--- src/rtl/usbbuff_pkg.sv ---
// Shared constants and read-side state encoding for the USB ping-pong buffer controller.
package usbbuff_pkg;

    // 256-byte dual-port buffer split into two 128-byte halves.
    localparam int BUF_ADDR_W     = 8;
    localparam int BUF_HALF_DEPTH = 128;

    // Read FSM: wait for a full half, offer it, stream it out, report completion.
    typedef enum logic [1:0] {
        RD_IDLE = 2'd0,
        RD_REQ  = 2'd1,
        RD_XFER = 2'd2,
        RD_DONE = 2'd3
    } rd_state_e;

endpackage

--- src/rtl/usbbuff_rd_fsm.sv ---
// Read side: offers a full half to the USB transmitter, walks the read pointer
// across it on each USB_RDY strobe, then releases the half and swaps to the other.
module usbbuff_rd_fsm
    import usbbuff_pkg::*;
#(
    parameter int ADDR_W     = BUF_ADDR_W,
    parameter int HALF_DEPTH = BUF_HALF_DEPTH
) (
    input  logic              CLK,
    input  logic              RST,
    input  logic [1:0]        full_i,
    input  logic              usb_ack_i,
    input  logic              usb_rdy_i,
    output logic              usb_req_o,
    output logic              rd_half_o,
    output logic              rena_o,
    output logic [ADDR_W-1:0] raddr_o,
    output logic              done_o
);

    localparam int                OFFS_W    = ADDR_W - 1;
    localparam logic [OFFS_W-1:0] LAST_OFFS = OFFS_W'(HALF_DEPTH - 1);

    rd_state_e         state_q, state_d;
    logic [ADDR_W-1:0] raddr_q, raddr_d;
    logic              rd_half_q, rd_half_d;

    // Next-state and handshake outputs for the read FSM.
    always_comb begin
        // NOTE: every signal gets a default before the case so no path leaves it unassigned (no latches).
        state_d   = state_q;
        raddr_d   = raddr_q;
        rd_half_d = rd_half_q;
        usb_req_o = 1'b0;
        rena_o    = 1'b0;
        done_o    = 1'b0;
        case (state_q)
            RD_IDLE: begin
                if (full_i[rd_half_q]) state_d = RD_REQ;
            end
            RD_REQ: begin
                usb_req_o = 1'b1;
                if (usb_ack_i) begin
                    state_d = RD_XFER;
                    raddr_d = {rd_half_q, {OFFS_W{1'b0}}};
                end
            end
            RD_XFER: begin
                rena_o = usb_rdy_i;
                if (usb_rdy_i) begin
                    raddr_d = raddr_q + ADDR_W'(1);
                    if (raddr_q[OFFS_W-1:0] == LAST_OFFS) state_d = RD_DONE;
                end
            end
            RD_DONE: begin
                done_o    = 1'b1;
                rd_half_d = ~rd_half_q;
                state_d   = RD_IDLE;
            end
            default: state_d = RD_IDLE;
        endcase
    end

    // State, read pointer and half selector; reset abandons any transfer in flight.
    always_ff @(posedge CLK or posedge RST) begin
        if (RST) begin
            state_q   <= RD_IDLE;
            raddr_q   <= '0;
            rd_half_q <= 1'b0;
        end else begin
            // NOTE: non-blocking assignments so every flop samples pre-edge values.
            state_q   <= state_d;
            raddr_q   <= raddr_d;
            rd_half_q <= rd_half_d;
        end
    end

    assign raddr_o   = raddr_q;
    assign rd_half_o = rd_half_q;

endmodule

--- src/rtl/usbbuff_pingpong_ctrl.sv ---
// Ping-pong capture buffer controller: writes averaged samples into alternating
// halves of a dual-port buffer and hands each full half to the USB transmitter.
module usbbuff_pingpong_ctrl
    import usbbuff_pkg::*;
#(
    parameter int ADDR_W     = BUF_ADDR_W,
    parameter int HALF_DEPTH = BUF_HALF_DEPTH
) (
    input  logic              CLK,
    input  logic              RST,
    input  logic              ENA,
    input  logic              SAMPLE_VALID,
    input  logic [7:0]        DIN,
    output logic              WENA,
    output logic [ADDR_W-1:0] WADDR,
    output logic [7:0]        WDATA,
    output logic              USB_REQ,
    output logic              USB_HALF,
    input  logic              USB_ACK,
    input  logic              USB_RDY,
    output logic              RENA,
    output logic [ADDR_W-1:0] RADDR,
    output logic              USB_DONE,
    output logic              OVERRUN,
    input  logic              CLR_OVR,
    output logic [7:0]        DROP_CNT
);

    localparam int                OFFS_W    = ADDR_W - 1;
    localparam logic [OFFS_W-1:0] LAST_OFFS = OFFS_W'(HALF_DEPTH - 1);

    logic [ADDR_W-1:0] wp_q, wp_d;
    logic [1:0]        full_q, full_d;
    logic              wena_q, wena_d;
    logic [ADDR_W-1:0] waddr_q, waddr_d;
    logic [7:0]        wdata_q, wdata_d;
    logic              ovr_q, ovr_d;
    logic [7:0]        drop_cnt_q, drop_cnt_d;

    logic       rd_done;
    logic       rd_half;
    logic [1:0] clr_mask;
    logic [1:0] full_eff;
    logic       wr_half;
    logic       accept;
    logic       drop;

    usbbuff_rd_fsm #(
        .ADDR_W     (ADDR_W),
        .HALF_DEPTH (HALF_DEPTH)
    ) u_rd_fsm (
        .CLK       (CLK),
        .RST       (RST),
        .full_i    (full_q),
        .usb_ack_i (USB_ACK),
        .usb_rdy_i (USB_RDY),
        .usb_req_o (USB_REQ),
        .rd_half_o (rd_half),
        .rena_o    (RENA),
        .raddr_o   (RADDR),
        .done_o    (rd_done)
    );

    // Write acceptance, full-flag bookkeeping and overrun accounting.
    always_comb begin
        // A half released by the reader this cycle is already writable this cycle.
        clr_mask          = 2'b00;
        clr_mask[rd_half] = rd_done;
        full_eff          = full_q & ~clr_mask;

        wr_half = wp_q[ADDR_W-1];
        accept  = ENA & SAMPLE_VALID & ~full_eff[wr_half];
        drop    = ENA & SAMPLE_VALID &  full_eff[wr_half];

        wp_d       = wp_q;
        full_d     = full_eff;
        wena_d     = accept;
        waddr_d    = waddr_q;
        wdata_d    = wdata_q;
        ovr_d      = ovr_q;
        drop_cnt_d = drop_cnt_q;

        if (accept) begin
            waddr_d = wp_q;
            wdata_d = DIN;
            wp_d    = wp_q + ADDR_W'(1);
            if (wp_q[OFFS_W-1:0] == LAST_OFFS) full_d[wr_half] = 1'b1;
        end

        // A drop in the same cycle as a clear wins, so no overrun is lost.
        if (CLR_OVR) ovr_d = 1'b0;
        if (drop) begin
            ovr_d = 1'b1;
            if (drop_cnt_q != 8'hFF) drop_cnt_d = drop_cnt_q + 8'd1;
        end
    end

    // Write-side registers; reset empties both halves.
    always_ff @(posedge CLK or posedge RST) begin
        if (RST) begin
            wp_q       <= '0;
            full_q     <= 2'b00;
            wena_q     <= 1'b0;
            waddr_q    <= '0;
            wdata_q    <= '0;
            ovr_q      <= 1'b0;
            drop_cnt_q <= '0;
        end else begin
            wp_q       <= wp_d;
            full_q     <= full_d;
            wena_q     <= wena_d;
            waddr_q    <= waddr_d;
            wdata_q    <= wdata_d;
            ovr_q      <= ovr_d;
            drop_cnt_q <= drop_cnt_d;
        end
    end

    assign WENA     = wena_q;
    assign WADDR    = waddr_q;
    assign WDATA    = wdata_q;
    assign USB_HALF = rd_half;
    assign USB_DONE = rd_done;
    assign OVERRUN  = ovr_q;
    assign DROP_CNT = drop_cnt_q;

endmodule

--- config.mk ---
export PLATFORM = sky130hd
export DESIGN_NAME = usbbuff_pingpong_ctrl
export DESIGN_NICKNAME = d
export VERILOG_FILES = /design/src/rtl/usbbuff_pkg.sv /design/src/rtl/usbbuff_rd_fsm.sv /design/src/rtl/usbbuff_pingpong_ctrl.sv
export SDC_FILE = /design/constraint.sdc
export NUM_CORES = 1
export LEC_CHECK = 0
export ABC_AREA = 1
export CELL_PAD_IN_SITES_DETAIL_PLACEMENT = 1
export CELL_PAD_IN_SITES_GLOBAL_PLACEMENT = 2
export CORE_MARGIN = 5
export CORE_UTILIZATION = 29
export DETAILED_ROUTE_END_ITERATION = 8
export PLACE_DENSITY = 0.9
export SYNTH_ARGS = -nofsm -noshare
export SYNTH_HDL_FRONTEND = slang
export SYNTH_SLANG_ARGS = --single-unit
--- constraint.sdc ---
create_clock -name CLK -period 1.8 [get_ports CLK]
set_clock_uncertainty 0.2 [all_clocks]
set_input_delay 0.36 -clock CLK [delete_from_list [all_inputs] [get_ports CLK]]
set_output_delay 0.36 -clock CLK [all_outputs]
set_load 0.005 [all_outputs]
# Word level (Yosys, flattened, before mapping)
# Cells that the tools add are included.
# totals
elab_cells	67
out_inout_bits	38
inputBits	15
ff_bits	47
# classes
n_eq_ne	10
n_lt_le_gt_ge	4
reduce_logical	8
add_sub_neg	3
muxes	23
bitwise_logic	9
# ops
op	n
$add 8x1->8 const B	3
$mux 8	2
$pmux 8 s2	1
$eq 7x7->1 const B	2
$mux 2	6
$mux 1	11
$ne 8x8->1 const B	1
$pmux 2 s4	1
$and 2x2->2	2
$eq 2x2->1 const B	2
$lt 1x2->1 const B	2
$ne 2x1->1 const B	2
$ne 2x2->1 const B	2
$reduce_and 4->1	1
$reduce_bool 2->1	2
$and 1x1->1	3
$reduce_and 3->1	1
$demux 1 s1	2
$eq 2x1->1 const B	1
$ge 1x1->1 const B	2
$logic_and 1x1->1	2
$logic_not 2->1	1
$not 1->1	2
$not 2->2	1
2 further kinds	2

# Logic depth before layout (Yosys ltp)
# logic_depth
word_depth	12
ltp_mapped	11
ltp_nobuf	10

# Hierarchy
# A second synthesis with hierarchy kept.
# hier_totals
hier_cells	307
area_unflattened_um2	2472.4
# modules_own_cells
module	seq_area_each_um2	area_each_um2	n_inst	cells_per_inst
usbbuff_pingpong_ctrl	900.9	1729.2	1	209
usbbuff_rd_fsm	275.3	743.2	1	98

# Least setup slack after synthesis
# Ideal clock, no wire load.
# synth_timing
kind	reg2reg
start	reg u_rd_fsm.state_q[0]
end	reg u_rd_fsm.raddr_q[5], in the netlist u_rd_fsm.raddr_o[5]
n_path_buf	1
setup_ns	0.121
period_less_slack_ns	1.675
required_time_ns	1.479
path_stages_with_launch	12
setup_slack_ns	0.125
arrival_ns	1.353
path_cell_list	dfrtp_1 inv_1 ha_1 buf_4 inv_1 nand2_1 nand2_1 nand2_2 inv_1 nand2_1 o21ai_0 nor2_1
# synth_between
elab_chain_cells	3
elab_cells_between_ends	7
classes_between	eq/ne: 4; mux: 1; reduce/logical: 2
# synth_rtl
element	line	rtl
start, declared	usbbuff_rd_fsm.sv:24	rd_state_e state_q, state_d;
start signal, assigned	usbbuff_rd_fsm.sv:72	state_q <= state_d;
$eq 2x2->1 or $eq 2x1->1 (tied branches)	usbbuff_rd_fsm.sv:37	case (state_q)
$ne 2x2->1 (no source line) or $reduce_bool 2->1 (tied branches)	--	
$reduce_and 3->1 (no source line)	--	
end signal, assigned	usbbuff_rd_fsm.sv:73	raddr_q <= raddr_d;
end, declared	usbbuff_rd_fsm.sv:25	logic [ADDR_W-1:0] raddr_q, raddr_d;
# Several ways; a longest one is shown, not always the timed one.
# A chain may end at the register's enable or synchronous reset.

# Final worst setup path
# layout_timing
start	reg u_rd_fsm.state_q[0]
end	out RENA
# layout_between
elab_chain_cells	2
# layout_rtl
element	line	rtl
$eq 2x2->1	usbbuff_rd_fsm.sv:37	
$mux 1	usbbuff_rd_fsm.sv:37	
end, declared	usbbuff_pingpong_ctrl.sv:21	output logic RENA,
# No other way between the ends.

==> out/qor.yml <==
clock_network:
  insertion_delay_ns: 0.30
  cts.sinks: 47
  clock_path_buffers: 2
  h-tree-depth: 2
  path_clk_slew_ns: 0.09
  numCtsBuffers: 5
  clock-root-buffer: "clkbuf_8"
  cts_tree: "yes"
  hold_buffers: 0
power_and_ir_drop:
  power_density_mw_per_mm2: 1350
  power_uw: 5170
  p_leak_uw: 0.00193
  ir_drop_mv: 0.517
drt:
  drt-total-wl_um: 7180
  drtIter0Drc: 52
  drt-vias-per-instance: 4.62
  wl_per_cell_um: 13.7
  antenna_left: 0
  first_pass_iters: 4
  vias: 2421
  drc: 0
worst_setup_path:
  worstPathCellList: "buf_6 > inv_4 > ha_4 > nand2_4 > inv_2 > buf_2"
  critPathMaxFanout: 4
  rr_worst_depth: 9
  reg2reg_to: "wp_q[0]"
  worstSetupPathType: "flop to output pin"
  critical_path_arrival_ns: 1.27
  crit_family: "flip-flops"
  timing.reg2reg.setup_slack_ns: 0
  cp_slowest_cell: "dfrtp_2"
  rr_startpoint: "u_rd_fsm.state_q[0]"
  endpoint_kind: "output pin"
  crit_buf_inv: 4
  max_stage_delay_ns: 0.45
  cp-start-kind: "flop"
  required_ns: 1.24
run:
  cap_violations: 0
yosys:
  synthesis.area_mm2: 0.00244
  synthTopCellsByArea: "dfrtp_1 (48%), nand2_1 (19%), nand3_1 (5.7%)"
  synth_nets: 333
  seq_area_frac_synth_pct: 48.1
  synth_cell_types: 23
  yosys_register_bits: 47
  async_reset_ff_share_pct: 100
  syn_avg_cell_area_um2: 7.89
  synth_area_leader_cell: "dfrtp_1"
  postSynthCellCount: 310
  yosys_warnings: 0
  ys.flop_type: "dfrtp_1"
  synth_edf_count: 0
  synth_top_area_share_pct: 48.1
global_routing:
  antenna_found_initial: 0
  grt_overflow_total: 0
  gr-usage-all-layers_pct: 14.0
  grt_pass1_vias: 2556
  grt_pass1_wl_um: 11800
  grt_max_degree: 48
sta:
  min_period_over_period_pct: 102
  rsz0062_at_grt: "yes"
  slew_viol_final: 0
  finalCriticalPeriod_ns: 1.83
  hold_viol_final: 0
  setup_viol: 1
  setup_ws_ns: -0.0277
  maxSlewHeadroom_pct: 81.4
  fmax_ghz: 0.547
  worst_pin_slew_ns: 0.278
die:
  initial_core_util_pct: 29.8
  die-area_mm2: 0.0104
  fp.dieW_um: 102
  core_area_mm2: 0.00822
  io_pins: 53
  rows: 33
  dieHeight_um: 102
worst_hold_path:
  hold_path_class: "input port to async pin"
status:
  run_status: "complete, but fails checks"
  violations: "setup timing"
place:
  place_congestion: 0.788
  io_buffer_count: 52
  post-dp-hpwl_um: 4840
cells_and_area:
  final_cell_mix: "nand2_1 (111), clkdlybuf4s50_1 (41), dfrtp_1 (40)"
  post-route-util_pct: 46.5
  layout-drive-gt1-share_pct: 26.5
  num-nets-final: 441
  syn2layout_area_growth_pct: 56.3
  diodes: 0
  final_common_cell: "nand2_1"
-- cell families after synthesis --
group | Yosys count | share of synthesized area, %
fa+ha+maj | 8 | 4.09
compound gates | 27 | 6.19
flops | 47 | 48.1
buf+inv | 42 | 7.52
simple gates | 180 | 31.9
xor+xnor | 6 | 2.15
-- state kept, by name, indices dropped and copies added (netlist names) --
signal              count
DROP_CNT                8
WADDR                   8
WDATA                   8
u_rd_fsm.raddr_o        8
wp_q                    8
full_q                  2
u_rd_fsm.state_q        2
OVERRUN                 1
WENA                    1
u_rd_fsm.rd_half_o      1
-- report_power, final --
| part | leakage, µW | internal, µW | switching (µW) |
|---|---|---|---|
| Combinational | 0.00129 | 1490 | 1290 |
| Clock | 0.0000422 | 274 | 356 |
| Sequential | 0.000602 | 1440 | 312 |
| Total | 0.00193 | 3210 | 1960 |
-- synth_stat cells (3+ instances only) --
library cell  number
nand4_1            4
a21oi_1            3
o21ai_1           12
xor2_1             5
dfrtp_1           47
o21ai_0            9
inv_1             35
nand2_1          122
nor2_1            16
ha_1               8
nand3_2            3
nand3_1           28
buf_4              3
-- timing repair --
| item | in CTS | in global routing |
|---|---|---|
| pin swaps | 2 | 6 |
| endpoints found under the hold margin | 0 | 0 |
| cloned | 1 | 2 |
| gates resized for setup | 36 | 44 |
| setup endpoints to repair | 33 | 49 |
| setup buffers | 23 | 5 |
-- final cells by class --
type | instances | area, µm²
clock buffer | 7 | 76.3
multi-input combinational | 221 | 1220
timing repair buffer | 106 | 1050
clock inverter | 1 | 5.00
sequential | 47 | 1180
inverter | 37 | 146
fill | 992 | 4400
tap | 105 | 131
-- worst max-delay path by stage --
| stage | from | endpoint | cells past startpoint | slack, ns |
|---|---|---|---|---|
| after floorplan | RST | DROP_CNT[0] | 1 | 0.12 |
| after global routing | u_rd_fsm.state_q[0] | RENA | 6 | -0.09 |
| final | u_rd_fsm.state_q[0] | RENA | 6 | -0.03 |
| after detailed placement | USB_RDY | RENA | 4 | -0.28 |
| after CTS | u_rd_fsm.state_q[0] | RENA | 6 | -0.14 |
| after global placement | USB_RDY | RENA | 4 | -0.22 |
-- worst reg2reg max path, cell delays in order, from the launching register on --
cell and delay, ns:
dfrtp_2 0.45, buf_6 0.13, ha_4 0.15, buf_6 0.13
nand2_4 0.07, nand3_4 0.09, nand3_4 0.14, buf_8 0.14
buf_12 0.12, xor2_1 0.13
-- stage by stage --
| step | hold WS [ns] | area [µm²] | setup slack, ns | TNS [ns] | instances |
|---|---|---|---|---|---|
| final | 0.207 | 3820 | -0.0277 | -0.0277 | 524 |
| after global routing | 0.242 | 3820 | -0.0855 | -1.60 | 524 |
| after CTS | 0.223 | 3620 | -0.137 | -0.514 | 517 |
| after detailed placement | 0.267 | 3260 | -0.283 | -1.58 | 485 |
| after global placement | 0.259 | 3260 | -0.216 | -0.609 | 485 |
| after floorplan | 0.245 | 2440 | 0.124 | 0 | 310 |
-- routing by layer --
metal	share of wire (%)	global-route usage [%]	vias up	routed length (µm)
met1	44	17.9	1185	3170
met3	3.7	2.73	9	265
met2	51	24.3	41	3640
li1	-	-	1186	-
met5	0	0	-	0
met4	1.5	3.94	0	108
Note: power is estimated with default switching activity, not from simulation.
